===== src/rtl/ssd_pkg.sv =====
// Shared types and constants for the seven-segment message arbiter:
// FSM states, blanking constants and the active-low hex glyph table.
package ssd_pkg;

    typedef enum logic [1:0] {
        IDLE = 2'd0,
        SHOW = 2'd1,
        DONE = 2'd2
    } state_e;

    localparam logic [6:0] SEG_BLANK = 7'h7F;
    localparam logic [7:0] AN_OFF    = 8'hFF;

    // Index 15 first; segments active-low with a in bit 6.
    localparam logic [15:0][6:0] HEX_SEG = {
        7'h38, 7'h30, 7'h42, 7'h31, 7'h60, 7'h08, 7'h04, 7'h00,
        7'h0F, 7'h20, 7'h24, 7'h4C, 7'h06, 7'h12, 7'h4F, 7'h01
    };

    // Digit-enable mask: a digit is shown if it or any higher nibble is non-zero.
    function automatic logic [7:0] lz_mask(input logic [31:0] w);
        logic [7:0] m;
        m[0] = 1'b1;
        for (int i = 1; i < 8; i++) m[i] = |(w >> (4 * i));
        return m;
    endfunction

endpackage


===== src/rtl/ssd_msg_arbiter_if.sv =====
// Requester/display bundle for ssd_msg_arbiter. master = requester/board side,
// slave = the arbiter itself.
interface ssd_msg_arbiter_if;
    logic [1:0]  req;
    logic [31:0] data0;
    logic [31:0] data1;
    logic [1:0]  gnt;
    logic [1:0]  ack;
    logic        busy;
    logic [6:0]  a_to_g;
    logic [7:0]  an;
    logic        dp;

    modport master (output req, data0, data1,
                    input  gnt, ack, busy, a_to_g, an, dp);
    modport slave  (input  req, data0, data1,
                    output gnt, ack, busy, a_to_g, an, dp);
endinterface


===== src/rtl/ssd_hex_decode.sv =====
// Combinational nibble to active-low seven-segment glyph (0-F).
module ssd_hex_decode
    import ssd_pkg::*;
(
    input  logic [3:0] i_nib,
    output logic [6:0] o_seg
);
    assign o_seg = HEX_SEG[i_nib];
endmodule


===== src/rtl/ssd_msg_arbiter.sv =====
// Round-robin arbiter sharing an 8-digit seven-segment display between two
// requesters. Optional macro SSD_LEADING_ZERO_BLANK_EN blanks leading-zero digits.
module ssd_msg_arbiter
    import ssd_pkg::*;
#(
    parameter int SCAN_DIV = 4,
    parameter int DWELL    = 1024
) (
    input  logic              clk,
    input  logic              rst,
    ssd_msg_arbiter_if.slave  bus
);

    localparam int             DW       = (DWELL < 2) ? 1 : $clog2(DWELL);
    localparam logic [DW-1:0]  DWELL_LD = (DWELL < 2) ? '0 : DW'(DWELL - 1);
    localparam int             PW       = (SCAN_DIV < 2) ? 1 : $clog2(SCAN_DIV);
    localparam logic [PW-1:0]  PRE_LD   = (SCAN_DIV < 2) ? '0 : PW'(SCAN_DIV - 1);

    state_e         r_state;
    logic [1:0]     r_gnt;
    logic [1:0]     r_ack;
    logic           r_busy;
    logic           r_win;
    logic           r_rr;
    logic [31:0]    r_shadow;
    logic           r_blank;
    logic [DW-1:0]  r_dwell;

    logic [PW-1:0]  r_pre;
    logic [2:0]     r_idx;
    logic [7:0]     r_an;
    logic [6:0]     r_seg;
    logic           r_dp;

    logic           w_win;
    logic [31:0]    w_data;
    logic [3:0]     w_nib;
    logic [6:0]     w_seg;
    logic [7:0]     w_en;

    // r_rr names the requester favoured on a tie; it flips away from each winner.
    assign w_win  = bus.req[1] & (~bus.req[0] | r_rr);
    assign w_data = w_win ? bus.data1 : bus.data0;

`ifdef SSD_LEADING_ZERO_BLANK_EN
    logic [7:0] r_lz;
    assign w_en = r_lz;
`else
    assign w_en = 8'hFF;
`endif

    always_ff @(posedge clk or posedge rst) begin
        if (rst) begin
            r_state  <= IDLE;
            r_gnt    <= '0;
            r_ack    <= '0;
            r_busy   <= 1'b0;
            r_win    <= 1'b0;
            r_rr     <= 1'b0;
            r_shadow <= '0;
            r_blank  <= 1'b1;
            r_dwell  <= '0;
`ifdef SSD_LEADING_ZERO_BLANK_EN
            r_lz     <= 8'h01;
`endif
        end else begin
            r_ack <= '0;
            case (r_state)
                IDLE: begin
                    if (|bus.req) begin
                        r_state  <= SHOW;
                        r_gnt    <= w_win ? 2'b10 : 2'b01;
                        r_busy   <= 1'b1;
                        r_win    <= w_win;
                        r_shadow <= w_data;
                        r_blank  <= 1'b0;
                        r_dwell  <= DWELL_LD;
`ifdef SSD_LEADING_ZERO_BLANK_EN
                        r_lz     <= lz_mask(w_data);
`endif
                    end
                end
                SHOW: begin
                    if (r_dwell == '0) begin
                        r_state <= DONE;
                        r_gnt   <= '0;
                        r_ack   <= r_win ? 2'b10 : 2'b01;
                    end else begin
                        r_dwell <= r_dwell - 1'b1;
                    end
                end
                DONE: begin
                    r_state <= IDLE;
                    r_busy  <= 1'b0;
                    r_rr    <= ~r_win;
                end
                default: r_state <= IDLE;
            endcase
        end
    end

    assign w_nib = r_shadow[{r_idx, 2'b00} +: 4];

    ssd_hex_decode u_dec (
        .i_nib (w_nib),
        .o_seg (w_seg)
    );

    // Scan runs regardless of FSM state so the last word stays lit in IDLE.
    always_ff @(posedge clk or posedge rst) begin
        if (rst) begin
            r_pre <= PRE_LD;
            r_idx <= '0;
            r_an  <= AN_OFF;
            r_seg <= SEG_BLANK;
            r_dp  <= 1'b1;
        end else begin
            if (r_pre == '0) begin
                r_pre <= PRE_LD;
                r_idx <= r_idx + 1'b1;
            end else begin
                r_pre <= r_pre - 1'b1;
            end
            if (r_blank) begin
                r_an  <= AN_OFF;
                r_seg <= SEG_BLANK;
                r_dp  <= 1'b1;
            end else begin
                r_an  <= ~(8'd1 << r_idx) | ~w_en;
                r_seg <= w_seg;
                r_dp  <= ~((r_idx == 3'd7) & r_win & w_en[7]);
            end
        end
    end

    assign bus.gnt    = r_gnt;
    assign bus.ack    = r_ack;
    assign bus.busy   = r_busy;
    assign bus.an     = r_an;
    assign bus.a_to_g = r_seg;
    assign bus.dp     = r_dp;

endmodule


===== src/flat_wrapper.sv =====
// flat-port wrapper written by rule: the top's interface ports become plain ports
module ssd_msg_arbiter_flat import ssd_pkg::*;
#(
    parameter int SCAN_DIV = 4,
    parameter int DWELL    = 1024
)
  (clk, rst, bus_req, bus_data0, bus_data1, bus_gnt, bus_ack, bus_busy, bus_a_to_g, bus_an, bus_dp);
  ssd_msg_arbiter_if bus_i ();
  input  logic clk;
  input  logic rst;
  input wire logic [$bits(bus_i.req)-1:0] bus_req;
  input wire logic [$bits(bus_i.data0)-1:0] bus_data0;
  input wire logic [$bits(bus_i.data1)-1:0] bus_data1;
  output wire logic [$bits(bus_i.gnt)-1:0] bus_gnt;
  output wire logic [$bits(bus_i.ack)-1:0] bus_ack;
  output wire logic [$bits(bus_i.busy)-1:0] bus_busy;
  output wire logic [$bits(bus_i.a_to_g)-1:0] bus_a_to_g;
  output wire logic [$bits(bus_i.an)-1:0] bus_an;
  output wire logic [$bits(bus_i.dp)-1:0] bus_dp;
  assign bus_i.req = bus_req;
  assign bus_i.data0 = bus_data0;
  assign bus_i.data1 = bus_data1;
  assign bus_gnt = bus_i.gnt;
  assign bus_ack = bus_i.ack;
  assign bus_busy = bus_i.busy;
  assign bus_a_to_g = bus_i.a_to_g;
  assign bus_an = bus_i.an;
  assign bus_dp = bus_i.dp;
  ssd_msg_arbiter #(.SCAN_DIV(SCAN_DIV), .DWELL(DWELL)) u_core (.clk(clk), .rst(rst), .bus(bus_i));
endmodule

===== config.mk =====
export PLATFORM = sky130hd
export DESIGN_NAME = ssd_msg_arbiter_flat
export DESIGN_NICKNAME = d
export VERILOG_FILES = /design/src/rtl/ssd_pkg.sv /design/src/rtl/ssd_msg_arbiter_if.sv /design/src/rtl/ssd_hex_decode.sv /design/src/rtl/ssd_msg_arbiter.sv /design/src/flat_wrapper.sv
export SDC_FILE = /design/constraint.sdc
export NUM_CORES = 1
export LEC_CHECK = 0
export BUFFER_PORTS_ARGS = -buffer_cell sky130_fd_sc_hd__buf_2
export CORE_MARGIN = 1
export CORE_UTILIZATION = 53
export CTS_CLUSTER_DIAMETER = 60
export DETAILED_ROUTE_END_ITERATION = 6
export PLACE_DENSITY_LB_ADDON = 0.12
export SLEW_MARGIN = 30
export SYNTH_ARGS = -nofsm -noshare
export SYNTH_HDL_FRONTEND = slang
export SYNTH_SLANG_ARGS = --single-unit

===== constraint.sdc =====
create_clock -name clk -period 2.68 [get_ports clk]
set_input_delay 0.536 -clock clk [delete_from_list [all_inputs] [get_ports clk]]
set_output_delay 0.536 -clock clk [all_outputs]
set_load 0.02 [all_outputs]

# == Word level (Yosys, flattened, before mapping) ==
# Memory sizes are Yosys's and may differ from the RTL's.
# Cells that the tools add are included.
# classes
n_addsub,3
order_cmp,1
n_eq_ne,6
shifts,2
n_mux,21
n_bitwise,7
n_reduce_logical,11
# op_table
operator,count
32-bit 2-to-1 mux,1
32-bit by 6-bit variable part select with 4-bit output,1
10-bit 2-to-1 mux,2
10-bit case mux with 2 select lines,1
2-bit 2-to-1 mux,9
7-bit 2-to-1 mux,2
10-bit zero test,1
10-bit by 1-bit subtractor with 10-bit output (second input constant),1
8-bit 2-to-1 mux,1
8-bit NOT,1
2-bit case mux with 2 select lines,2
1-bit by 3-bit left shift with 8-bit output (first input constant),1
2-bit AND reduction,3
3-bit AND reduction,2
4-bit by 5-bit < comparator with 1-bit output (second input constant),1
2-bit zero test,2
2-bit by 1-bit inequality test with 1-bit output (second input constant),2
2-bit nonzero test,2
3-bit by 1-bit adder with 3-bit output (second input constant),1
3-bit equality test (second input constant),1
1-bit NOT,3
1-bit AND,2
2-bit by 1-bit equality test with 1-bit output (second input constant),1
2-bit equality test (second input constant),1
other kinds (6),7
# word_totals
register_bits,73
mem_bits_ro,112
in_bits,68
out_inout_bits,21
word_cells,66
n_memories,1
# memory_table
memory,depth,width,read_ports,rd_clocked_by_memory_dff,wr,line,rtl
(no name shown),16,7,1,0,0,ssd_hex_decode.sv:8,assign o_seg = HEX_SEG[i_nib];

# == Logic depth before layout (Yosys ltp) ==
# logic_depth
word_depth,6
mapped_depth,8
mapped_depth_nobuf,7

# == Hierarchy ==
# From an unflattened synthesis, not the netlist that was laid out.
# unflattened
cells_unflattened,305
area_unflattened_um2,3628.5
# modules_own_cells
module,n_inst,cells_per_inst,area_each_um2
ssd_msg_arbiter,1,272,3359.5
ssd_hex_decode,1,33,269.0

# == Least setup slack after synthesis ==
# Ideal clock, no wire load.
# synth_path
path_type,register -> register
startpoint,register u_core.r_idx[0]
endpoint,register u_core.r_seg[6] (netlist: u_core.bus.a_to_g[6])
setup_time_ps,89
arrival_time_ps,2354
setup_slack_ps,237
path_stages_with_launch,9
path_buffers,1
period_less_slack_ps,2443
path_cell_list,dfrtp_1 > buf_6 > mux4_2 > mux2i_1 > inv_1 > ha_1 > and2_4 > a2111oi_2 > a31oi_1
# synth_via
elab_chain_cells,4
# synth_rtl
element,line,rtl
start: declaration,ssd_msg_arbiter.sv:30,logic [2:0] r_idx;
start signal: assignment,ssd_msg_arbiter.sv:120,r_idx <= r_idx + 1'b1;
32-bit by 6-bit variable part select with 4-bit output,ssd_msg_arbiter.sv:102,"assign w_nib = r_shadow[{r_idx, 2'b00} +: 4];"
memory 16 x 7 bit,n/a,
7-bit 2-to-1 mux (implied by the code),ssd_hex_decode.sv:8,
7-bit 2-to-1 mux,ssd_msg_arbiter.sv:124,if (r_blank) begin
end signal: assignment,ssd_msg_arbiter.sv:130,r_seg <= w_seg;
end: declaration,ssd_msg_arbiter.sv:32,logic [6:0] r_seg;
# Every way passes these cells. The select of a mux whose other input is x is not followed.
# A chain may end at the register's enable or synchronous reset.

# == Worst setup path after layout ==
# layout_path
startpoint,register u_core.r_idx[0]
endpoint,register u_core.r_seg[2] (netlist: u_core.bus.a_to_g[2])
# The elaborated chain is that of the path after synthesis.

==> results.json <==
{
  "p_leak_nw": 2.22,
  "setup_total_negative_slack_ns": 0,
  "unrepaired_setup_endpoints_after_global_routing": "no",
  "synthesis.area_per_instance_sq_um": 11.3,
  "routed-via-count": 2630,
  "stdcell_count": 478,
  "rel_slew_slack_pct": 61.4,
  "share_of_flip_flops_with_an_asynchronous_set_or_reset_pct": 100,
  "design_area_sq_um": 4160,
  "global_route_wire_length_before_repair_mm": 12.2,
  "power_density_nw_per_um2": 478,
  "critical_path_arrival_ns": 2.69,
  "global_route.usage.total_pct": 22.3,
  "clock_insertion_delay_worst_skew_ns": 0.34,
  "slew_viol_final": 0,
  "period_share_pct": 90.4,
  "setup_slack_ns": 0.258,
  "die_area_sq_um": 6860,
  "synth_enable_flop_cells": 0,
  "io_pins": 89,
  "synthesis.nets": 390,
  "ys_types": 38,
  "dp.cells": 462,
  "remaining_drc_errors": 0,
  "die_w_microns": 82.8,
  "tritoncts": "built",
  "num_cts_buffers": 9,
  "worst_slew_pin_slew_ns": 0.563,
  "path_clk_slew_ns": 0.07,
  "worst_hold_slack_ns": 0.250,
  "buffer_ports.inserted": 88,
  "vias_in_the_first_global_route": 2674,
  "global_route.overflow_total": 0,
  "place_worst_setup_slack_ns": 0.241,
  "core.rowCount": 29,
  "flow.area_growth_from_synthesis_pct": 20.2,
  "layout-drive-gt1-share_pct": 34.9,
  "timing.critical_path.to_type": "register",
  "irDropWorstVdd_mv": 0.342,
  "synth.cell_area_sq_um": 3460,
  "run_status": "finished, final reports clean",
  "cts-resized-gates": 0,
  "cts-root-to-sink-buffers": 2,
  "ys_seq_elements": 73,
  "netlist_top_cells_area": "sky130_fd_sc_hd__dfrtp_1, sky130_fd_sc_hd__dfstp_2, sky130_fd_sc_hd__a222oi_1",
  "routed_wire_length_per_instance_microns": 14.6,
  "critical_path.max_fanout": 9,
  "net_sw_share_pct": 22.2,
  "yosys_most_used_dff": "sky130_fd_sc_hd__dfrtp_1",
  "cts_max_level": 3,
  "netlist_instances": 307,
  "worst_clock_skew_ns": 0.00909,
  "hold_viol": 0,
  "core-area_sq_um": 6310,
  "place.detailed.hpwl_mm": 5.23,
  "maxCapViolCount": 0,
  "yosysTopAreaCellShare_pct": 39.0,
  "number_of_antenna_violations_at_the_first_check_in_global_routing": 0,
  "p_int_mw": 1.55,
  "routed_wirelength_mm": 7.00,
  "synth.yosys.warnings": 0,
  "worst-setup-path-type": "reg2reg",
  "switching_power_summed_over_all_nets_mw": 0.442,
  "post-cts-setup-buffer-count": 0,
  "design.final.nets": 479,
  "detail_route.first_pass.iterations": 6,
  "finalWeightedCongestion": 0.873,
  "initial_core_util_pct": 54.8,
  "placedInstanceArea_sq_um": 4000,
  "grt_max_degree": 47,
  "detailedRoute.firstIterationViolations": 206,
  "n_antenna_cell": 0,
  "hp-class": "in2async",
  "drt.antenna.violating_nets": 0,
  "timing.fmax_ghz": 0.413,
  "cts_root_buf": "sky130_fd_sc_hd__clkbuf_8",
  "required_ns": 2.94,
  "power_frac_seq_pct": 57.1,
  "final.min_clock_period_ns": 2.42,
  "startpoint_type": "register",
  "netlist.top_cell.by_area": "sky130_fd_sc_hd__dfrtp_1",
  "clkSinkCount": 73,
  "final-setup-viol-count": 0,
  "clockPowerShare_pct": 36.2,
  "cts-hold-fix-buffers": 0,
  "synth_sequential_area_ratio_pct": 53.5,
  "die_height_microns": 82.8,
  "vias_per_cell": 5.50,
  "comb_power_share_pct": 6.7
}
synthesized netlist by cell type (2+ instances only):
cell	instances
sky130_fd_sc_hd__o21ai_0	5
sky130_fd_sc_hd__o211ai_1	2
sky130_fd_sc_hd__o2111ai_1	2
sky130_fd_sc_hd__a222oi_1	32
sky130_fd_sc_hd__a21o_1	2
sky130_fd_sc_hd__dfrtp_1	54
sky130_fd_sc_hd__xor2_1	6
sky130_fd_sc_hd__nand2_1	28
sky130_fd_sc_hd__and2_1	2
sky130_fd_sc_hd__nor2b_1	2
sky130_fd_sc_hd__a21oi_1	5
sky130_fd_sc_hd__a31oi_1	4
sky130_fd_sc_hd__mux2i_1	10
sky130_fd_sc_hd__mux2_1	2
sky130_fd_sc_hd__inv_1	47
sky130_fd_sc_hd__mux4_2	6
sky130_fd_sc_hd__nor2_1	16
sky130_fd_sc_hd__o221ai_1	3
sky130_fd_sc_hd__nand3_1	4
sky130_fd_sc_hd__clkbuf_1	14
sky130_fd_sc_hd__xnor2_1	2
sky130_fd_sc_hd__o21ai_1	2
sky130_fd_sc_hd__ha_1	15
sky130_fd_sc_hd__nor3_1	7
sky130_fd_sc_hd__dfstp_2	19
sky130_fd_sc_hd__nand2b_1	4
worst max-delay path: stages, from the launching register on:
cell,delay (ns)
sky130_fd_sc_hd__dfrtp_1,0.62
sky130_fd_sc_hd__mux4_2,0.56
sky130_fd_sc_hd__mux2i_1,0.38
sky130_fd_sc_hd__inv_1,0.18
sky130_fd_sc_hd__ha_1,0.22
sky130_fd_sc_hd__mux2_1,0.28
sky130_fd_sc_hd__o21ai_1,0.11
per-layer routing:
layer | share of wire [%] | GRT usage, % | vias to the layer above
met2 | 47 | 35.7 | 86
met3 | 5.1 | 3.78 | 10
li1 | - | - | 1281
met1 | 46 | 30.1 | 1253
met4 | 1.8 | 10.2 | 0
met5 | 0 | 0 | -
through the flow:
stage                     total power, mW  util (%)
after floorplan                      1.22         -
after global placement               1.29      63.3
after detailed placement             1.29      63.3
after CTS                            2.02      65.9
after global routing                 2.08      65.9
final                                1.99      65.9
placed cells by master, fill, tap and decap left out, types with 6 or more instances in the layout:
| cell type | instances |
|---|---|
| sky130_fd_sc_hd__mux2i_1 | 10 |
| sky130_fd_sc_hd__a222oi_1 | 32 |
| sky130_fd_sc_hd__clkbuf_8 | 10 |
| sky130_fd_sc_hd__mux4_2 | 6 |
| sky130_fd_sc_hd__ha_1 | 15 |
| sky130_fd_sc_hd__nand2_1 | 28 |
| sky130_fd_sc_hd__inv_1 | 46 |
| sky130_fd_sc_hd__xor2_1 | 6 |
| sky130_fd_sc_hd__dfstp_2 | 19 |
| sky130_fd_sc_hd__nor3_1 | 6 |
| sky130_fd_sc_hd__nor2_1 | 16 |
| sky130_fd_sc_hd__buf_2 | 88 |
| sky130_fd_sc_hd__dfrtp_1 | 54 |
registers in the layout, summed over array words and instances (netlist names), 2 cells and up:
name               flops
u_core.bus.gnt         2
u_core.bus.ack         2
u_core.bus.an          8
u_core.r_dwell        10
u_core.bus.a_to_g      7
u_core.r_state         2
u_core.r_shadow       32
u_core.r_pre           2
u_core.r_idx           3
area by class of cell:
| class | count | area, sq um |
|---|---|---|
| multi-input cells | 171 | 1370 |
| clock inverters | 4 | 18.8 |
| inverters | 47 | 176 |
| flip-flops and latches | 73 | 1850 |
| clock buffers | 12 | 145 |
| well taps | 77 | 96.3 |
| fillers | 503 | 2150 |
| repair buffers | 94 | 498 |
kinds of logic (layout without fill, tap and decap cells):
| logic type | Yosys count | count (layout) | synth area share [%] |
|---|---|---|---|
| AOI/OAI and AO/OA | 63 | 63 | 15.7 |
| xor gates and xnor gates | 8 | 8 | 2.02 |
| adders and majority gates | 15 | 15 | 5.42 |
| buffers and inverters | 63 | 157 | 7.09 |
| DFF | 73 | 73 | 53.5 |
| muxes | 19 | 19 | 7.88 |
| and+or+nand+nor | 66 | 66 | 8.46 |
power by group through the flow:
| stage | clock, mW | sequential (mW) | combinational [mW] |
|---|---|---|---|
| 2_1_floorplan | 0 | 1.15 | 0.0658 |
| 3_3_place_gp | 0 | 1.16 | 0.132 |
| 3_5_place_dp | 0 | 1.16 | 0.135 |
| 4_1_cts | 0.744 | 1.14 | 0.135 |
| 5_1_grt | 0.791 | 1.14 | 0.152 |
| 6_report | 0.719 | 1.14 | 0.133 |
final timing paths:
path / startpoint / cells past startpoint / slack, ns / endpoint
min in group clk: bus_data0[2] / 3 / 0.40 / u_core.r_shadow[2]
min reg2reg: u_core.r_pre[0] / 1 / 0.46 / u_core.r_pre[0]
min: rst / 2 / 0.25 / u_core.bus.busy
max reg2reg: u_core.r_idx[0] / 6 / 0.26 / u_core.bus.a_to_g[2]
max in group asynchronous: rst / 3 / 1.75 / u_core.r_blank
max: u_core.r_idx[0] / 6 / 0.26 / u_core.bus.a_to_g[2]
Note: power is estimated with default switching activity, not from simulation.
